### config.mk
export PLATFORM = sky130hd
export DESIGN_NAME = fetch_stage
export DESIGN_NICKNAME = d
export VERILOG_FILES = /design/src/rtl/fetch_stage.sv
export SDC_FILE = /design/constraint.sdc
export NUM_CORES = 1
export LEC_CHECK = 0
export ABC_AREA = 0
export CAP_MARGIN = 30
export CORE_MARGIN = 2
export CORE_UTILIZATION = 34
export CTS_CLUSTER_SIZE = 25
export DETAILED_ROUTE_END_ITERATION = 6
export PLACE_DENSITY = 0.54
export SYNTH_ARGS = -nofsm -noshare
export SYNTH_HDL_FRONTEND = slang
export SYNTH_SLANG_ARGS = --single-unit
### constraint.sdc
create_clock -name clk -period 7.41 [get_ports clk]
set_input_delay 1.482 -clock clk [delete_from_list [all_inputs] [get_ports clk]]
set_output_delay 1.482 -clock clk [all_outputs]
set_load 0.05 [all_outputs]
### src/rtl/fetch_stage.sv
// fetch_stage: instruction fetch with a single outstanding memory request,
// IF/ID pipeline register, one-entry skid buffer for decode stalls and a
// deferred (delay-slot preserving) redirect.
// Optional feature: define FETCH_ALIGN_CHECK_EN to suppress fetches from
// misaligned PCs and report them on adel_D instead.
module fetch_stage (
    input  logic        clk,
    input  logic        reset,
    input  logic        stall_D,
    input  logic        npc_sel,
    input  logic [31:0] NextPC_in,
    output logic        imem_req,
    output logic [31:0] imem_addr,
    input  logic [31:0] imem_rdata,
    input  logic        imem_ack,
    output logic [31:0] PC_F,
    output logic [31:0] Instr_D,
    output logic [31:0] PC4_D,
    output logic        valid_D
`ifdef FETCH_ALIGN_CHECK_EN
    ,
    output logic        adel_D
`endif
);

    localparam logic [31:0] RESET_PC = 32'h0000_3000;

    typedef enum logic {S_REQ = 1'b0, S_HOLD = 1'b1} state_t;

    state_t      r_state;
    state_t      w_state_nxt;
    logic        r_armed;      // low for the first cycle after reset release
    logic [31:0] r_pc;
    logic        r_redir_vld;
    logic [31:0] r_redir_pc;
    logic [31:0] r_skid_instr;
    logic [31:0] r_skid_pc4;

    logic        w_misal;
    logic        w_req;
    logic        w_ack;
    logic        w_fire;
    logic        w_sample;
    logic [31:0] w_pc_plus4;
    logic [31:0] w_next_pc;
    logic        w_adv;
    logic        w_load_f;
    logic        w_load_skid;
    logic        w_bubble;
    logic        w_capture;

`ifdef FETCH_ALIGN_CHECK_EN
    assign w_misal = (r_pc[1:0] != 2'b00);
`else
    assign w_misal = 1'b0;
`endif

    // A misaligned PC completes without touching memory; otherwise only an
    // ack for our own outstanding request counts.
    assign w_req      = (r_state == S_REQ) && r_armed && !w_misal;
    assign w_ack      = w_req && imem_ack;
    assign w_fire     = w_ack || ((r_state == S_REQ) && r_armed && w_misal);
    assign w_sample   = npc_sel && !stall_D;
    assign w_pc_plus4 = r_pc + 32'd4;
    // A redirect seen this cycle wins over an older pending one.
    assign w_next_pc  = w_sample    ? NextPC_in  :
                        r_redir_vld ? r_redir_pc : w_pc_plus4;

    assign imem_req  = w_req;
    assign imem_addr = r_pc;
    assign PC_F      = r_pc;

    // Next-state and per-cycle action decode.
    always_comb begin
        w_state_nxt = r_state;
        w_adv       = 1'b0;
        w_load_f    = 1'b0;
        w_load_skid = 1'b0;
        w_bubble    = 1'b0;
        w_capture   = 1'b0;
        case (r_state)
            S_REQ: begin
                if (w_fire && !stall_D) begin
                    w_load_f = 1'b1;
                    w_adv    = 1'b1;
                end else if (w_ack && stall_D) begin
                    w_capture   = 1'b1;
                    w_state_nxt = S_HOLD;
                end else if (!w_fire && !stall_D) begin
                    w_bubble = 1'b1;
                end
            end
            S_HOLD: begin
                if (!stall_D) begin
                    w_load_skid = 1'b1;
                    w_adv       = 1'b1;
                    w_state_nxt = S_REQ;
                end
            end
            default: w_state_nxt = S_REQ;
        endcase
    end

    // State register; arming delay discards a stale ack right after reset.
    always_ff @(posedge clk or negedge reset) begin
        if (!reset) begin
            r_state <= S_REQ;
            r_armed <= 1'b0;
        end else begin
            r_state <= w_state_nxt;
            r_armed <= 1'b1;
        end
    end

    // PC advance and pending-redirect bookkeeping.
    always_ff @(posedge clk or negedge reset) begin
        if (!reset) begin
            r_pc        <= RESET_PC;
            r_redir_vld <= 1'b0;
            r_redir_pc  <= 32'h0;
        end else if (w_adv) begin
            r_pc        <= w_next_pc;
            r_redir_vld <= 1'b0;
        end else if (w_sample) begin
            r_redir_vld <= 1'b1;
            r_redir_pc  <= NextPC_in;
        end
    end

    // Skid buffer holds a fetch that completed while decode was stalled.
    always_ff @(posedge clk or negedge reset) begin
        if (!reset) begin
            r_skid_instr <= 32'h0;
            r_skid_pc4   <= 32'h0;
        end else if (w_capture) begin
            r_skid_instr <= imem_rdata;
            r_skid_pc4   <= w_pc_plus4;
        end
    end

    // IF/ID register: fresh fetch, skid replay, or bubble.
    always_ff @(posedge clk or negedge reset) begin
        if (!reset) begin
            Instr_D <= 32'h0;
            PC4_D   <= 32'h0;
            valid_D <= 1'b0;
        end else if (w_load_f) begin
            Instr_D <= w_misal ? 32'h0 : imem_rdata;
            PC4_D   <= w_pc_plus4;
            valid_D <= 1'b1;
        end else if (w_load_skid) begin
            Instr_D <= r_skid_instr;
            PC4_D   <= r_skid_pc4;
            valid_D <= 1'b1;
        end else if (w_bubble) begin
            valid_D <= 1'b0;
        end
    end

`ifdef FETCH_ALIGN_CHECK_EN
    // Misaligned-fetch flag travels with the IF/ID entry it describes.
    always_ff @(posedge clk or negedge reset) begin
        if (!reset) begin
            adel_D <= 1'b0;
        end else if (w_load_f) begin
            adel_D <= w_misal;
        end else if (w_load_skid || w_bubble) begin
            adel_D <= 1'b0;
        end
    end
`endif

endmodule

==> summary.md <==
| Metric | Value |
|---|---|
| Num rows | 60 |
| # clock sinks | roughly 200 |
| Port bufs | 198 |
| Slew @ Worst Pin | 1.07 ns |
| Fillcell total | 2618 |
| Synth top area share | slightly above 50% |
| Peak supply drop | around 0.00021 V |
| Final RePlAce weighted congestion | ~0.8 |
| Post-route cell area | 12100 sq um |
| WP data required | 7.78 ns |
| Final ANT Viol Nets | 0 |
| Netlist cell types | between 60 and 70 |
| Worst setup slack after layout | 3.69 ns |
| Vias per inst | 5.32 |
| DR vias | between 7000 and 8000 |
| Global-route wire length before repair | 43200 microns |
| CP startpoint kind | input pin |
| Slew headroom | 28.1% |
| DR iter-0 viols | 490 |
| DP Area | 11500 sq um |
| Main synth FF type | dfrtp_1 |
| DR DRC count | 0 |
| Clk slew on worst S/H paths | about 0.070 ns |
| Nets | 1118 |
| Asr flop ratio synth | 100% |
| Compound-Gate Fraction of Synth Area | 18.4% |
| Arr. time, crit path | 4.09 ns |
| Inserted Diodes | 0 |
| Drt pass-1 iters | 5 |
| Power per cell area | about 360 nW/um^2 |
| Die W | 170 microns |
| Multiplexer area fraction after synthesis | approximately 8.7% |
| FMAX | ~0.27 GHz |
| Post-Synthesis Cells | 914 |
| Count of hold-fix buffers inserted at cts | 0 |
| Setup TNS | 0 ns |
| Post CTS Setup Buffer Count | 0 |
| TritonCTS Buffers | 17 |
| XOR/XNOR share of the synthesized area | 2.34% |
| Initial core utilization | 34.7% |
| Root buffer cell | clkbuf_16 |
| Endpoints failing setup | 0 |
| Largest family of logic cells by synthesized area | compound AO/OA/AOI/OAI gates |
| Syn nets | 984 |
| Synthesized area | 9370 sq um |
| Synthesized-area fraction occupied by adder cells | 0.133% |
| Area of the multi-input gates | 3820 sq um |
| Die footprint | 28900 sq um |
| Max_cap viols | 0 |
| Synth top cells by count | 194 x dfrtp_1, 78 x a21oi_1, 70 x mux2_2 |
| CTS tree | yes |
| Crit path max fanout | 59 |
| Share of cells above drive strength 1 | 12.4% |
| Wirelength, routed | 27500 microns |
| Most frequent cell after synthesis | dfrtp_1 |
| Clock skew | 0.0118 ns |
| Core Box Area | 27000 sq um |
| Die height | 170 microns |
| Clock Latency Late Sink | 0.44 ns |
| Finished Layout Cells | 1402 |
| Resized Gates After CTS | 0 |
| Crit path kind | in2reg |
| Status | complete, no violations |
| Hold Violations, Final | 0 |
| Yosys Warn Count | 0 |
| Initial antenna violation count | 0 |
| Pins over their slew limit | 0 |
| Top post-synthesis cells by area | dfrtp_1 52%, mux2_2 8.4%, o22a_1 5.0%, a21oi_1 4.2%, buf_4 2.7% |
| WL/cell | 19.6 microns |
| #FFs+latches synth | approximately 200 |
| Simple-gate area share of the yosys netlist | 10.9% |
| Layout Area Growth over Synthesis | 28.8% |
| H-tree depth | 4 |
| Fin crit share | 50.2% |
| EDFF count, synth | 0 |
| Pre-CTS setup slack | 3.25 ns |
| Sequential cell area | between 4000 and 5000 sq um |
| CTS Buffer Depth | 2 |
| Endpoint class of the critical path | flop |
| Core Util, Final | 44.7% |
| Overflow after GRT | 0 |
| Hold/Removal Path Class | reg2reg |
| IO Count | 199 |
| Mean Syn Cell Area | 10.3 sq um |
| Maximum number of pins on one net before global-route repair | 86 |
| Leakage power | 4.95 nW |
| Shortest period the worst path allows | 3.72 ns |
| Hold Path Stages | 2 |
| Sequential share of the synthesized area | ~52% |
| Reg2reg path depth | 7 |
| GRT Total Usage | around 20% |
| Area leader, netlist | dfrtp_1 |
| Post-DP HPWL | 18600 microns |
| Unrepaired setup endpoints after global routing | false |
| Placed Instances | 1370 |
| Number of global-route vias before repair | approximately 7500 |
-- state kept, by name (all words and copies together) (netlist names) --
name,flops
r_skid_pc4,32
r_redir_pc,32
PC_F,32
r_skid_instr,32
r_redir_vld,1
Instr_D,32
r_armed,1
valid_D,1
PC4_D,32
r_state,1
-- worst max-delay path, stage by stage --
cell and delay (ns):
clkdlybuf4s50_1 0.50, a21oi_1 0.16, nor2_4 0.71, buf_4 0.70
o221ai_1 0.25, a21oi_1 0.15, nand2b_1 0.12
-- per-stage QoR --
stage               total power, mW  hold slack, ns
global route                   4.53           0.505
CTS                            4.35           0.481
global placement               3.36           0.456
detailed placement             3.39           0.465
floorplan                      2.79           0.443
finish                         4.32           0.480
-- final timing paths --
path                                 from               to  slack [ns]
min                        r_skid_pc4[25]   r_skid_pc4[25]        0.48
max in group asynchronous           reset        PC4_D[15]        4.98
max                              imem_ack         PC_F[11]        3.69
min in group asynchronous           reset  r_skid_instr[2]        0.96
max reg2reg                       r_state         PC_F[11]        4.37
min reg2reg                r_skid_pc4[25]   r_skid_pc4[25]        0.48
-- placed cells by master, fill, tap and decap left out, types with 4 or more instances in the layout --
master           netlist  layout
a31oi_1               13      13
a21oi_1               78      78
nand2_1               57      56
clkdlybuf4s50_1        0     196
mux2_2                70      70
or3_1                  7       7
nor4_1                 8       8
a21o_1                 4       4
o22ai_1               32      32
xnor2_1               17      17
clkbuf_16              0      17
xor2_1                 8       8
and3_1                 4       4
clkinvlp_4             0       4
nand2b_1               4       4
nor3_1                13      13
nor2_1                68      66
nor2b_1                9       9
o22a_1                53      53
o21a_1                10      10
buf_4                 34      11
o31ai_1                4       4
dfrtp_1              194     194
nand4_1                8       8
nand3_1               18      18
inv_1                 42      42
o21ai_0               43      43
-- area by class of cell --
type | count | share of cell area (%)
flip-flops and latches | 196 | 40.6
multi-input cells | 576 | 31.6
repair buffers | 213 | 17.9
clock buffers | 20 | 3.78
well taps | 341 | 3.53
inverters | 44 | 1.37
clock inverters | 12 | 1.19
-- routing by layer --
layer / vias to the layer above / share of wire, % / track usage [%]
met3: 19 / 3.9 / 3.12
met2: 176 / 48 / 31.4
li1: 3503 / - / -
met5: - / 0 / 0
met4: 0 / 1.3 / 4.87
met1: 3757 / 47 / 27.4
-- kinds of logic (layout without fill, tap and decap cells) --
group	count (synthesis)	in the layout
AOI/OAI and AO/OA	265	265
xor gates and xnor gates	25	25
adders and majority gates	1	1
buffers and inverters	142	289
DFF	196	196
muxes	73	73
other	1	1
and+or+nand+nor	211	211
-- report_power, final --
group | internal (mW) | leakage (nW) | switching, mW
sequential | 1.34 | 2.31 | 0.271
combinational | 0.630 | 2.36 | 1.12
clock | 0.523 | 0.284 | 0.431
(Power assumes the default switching activity.)
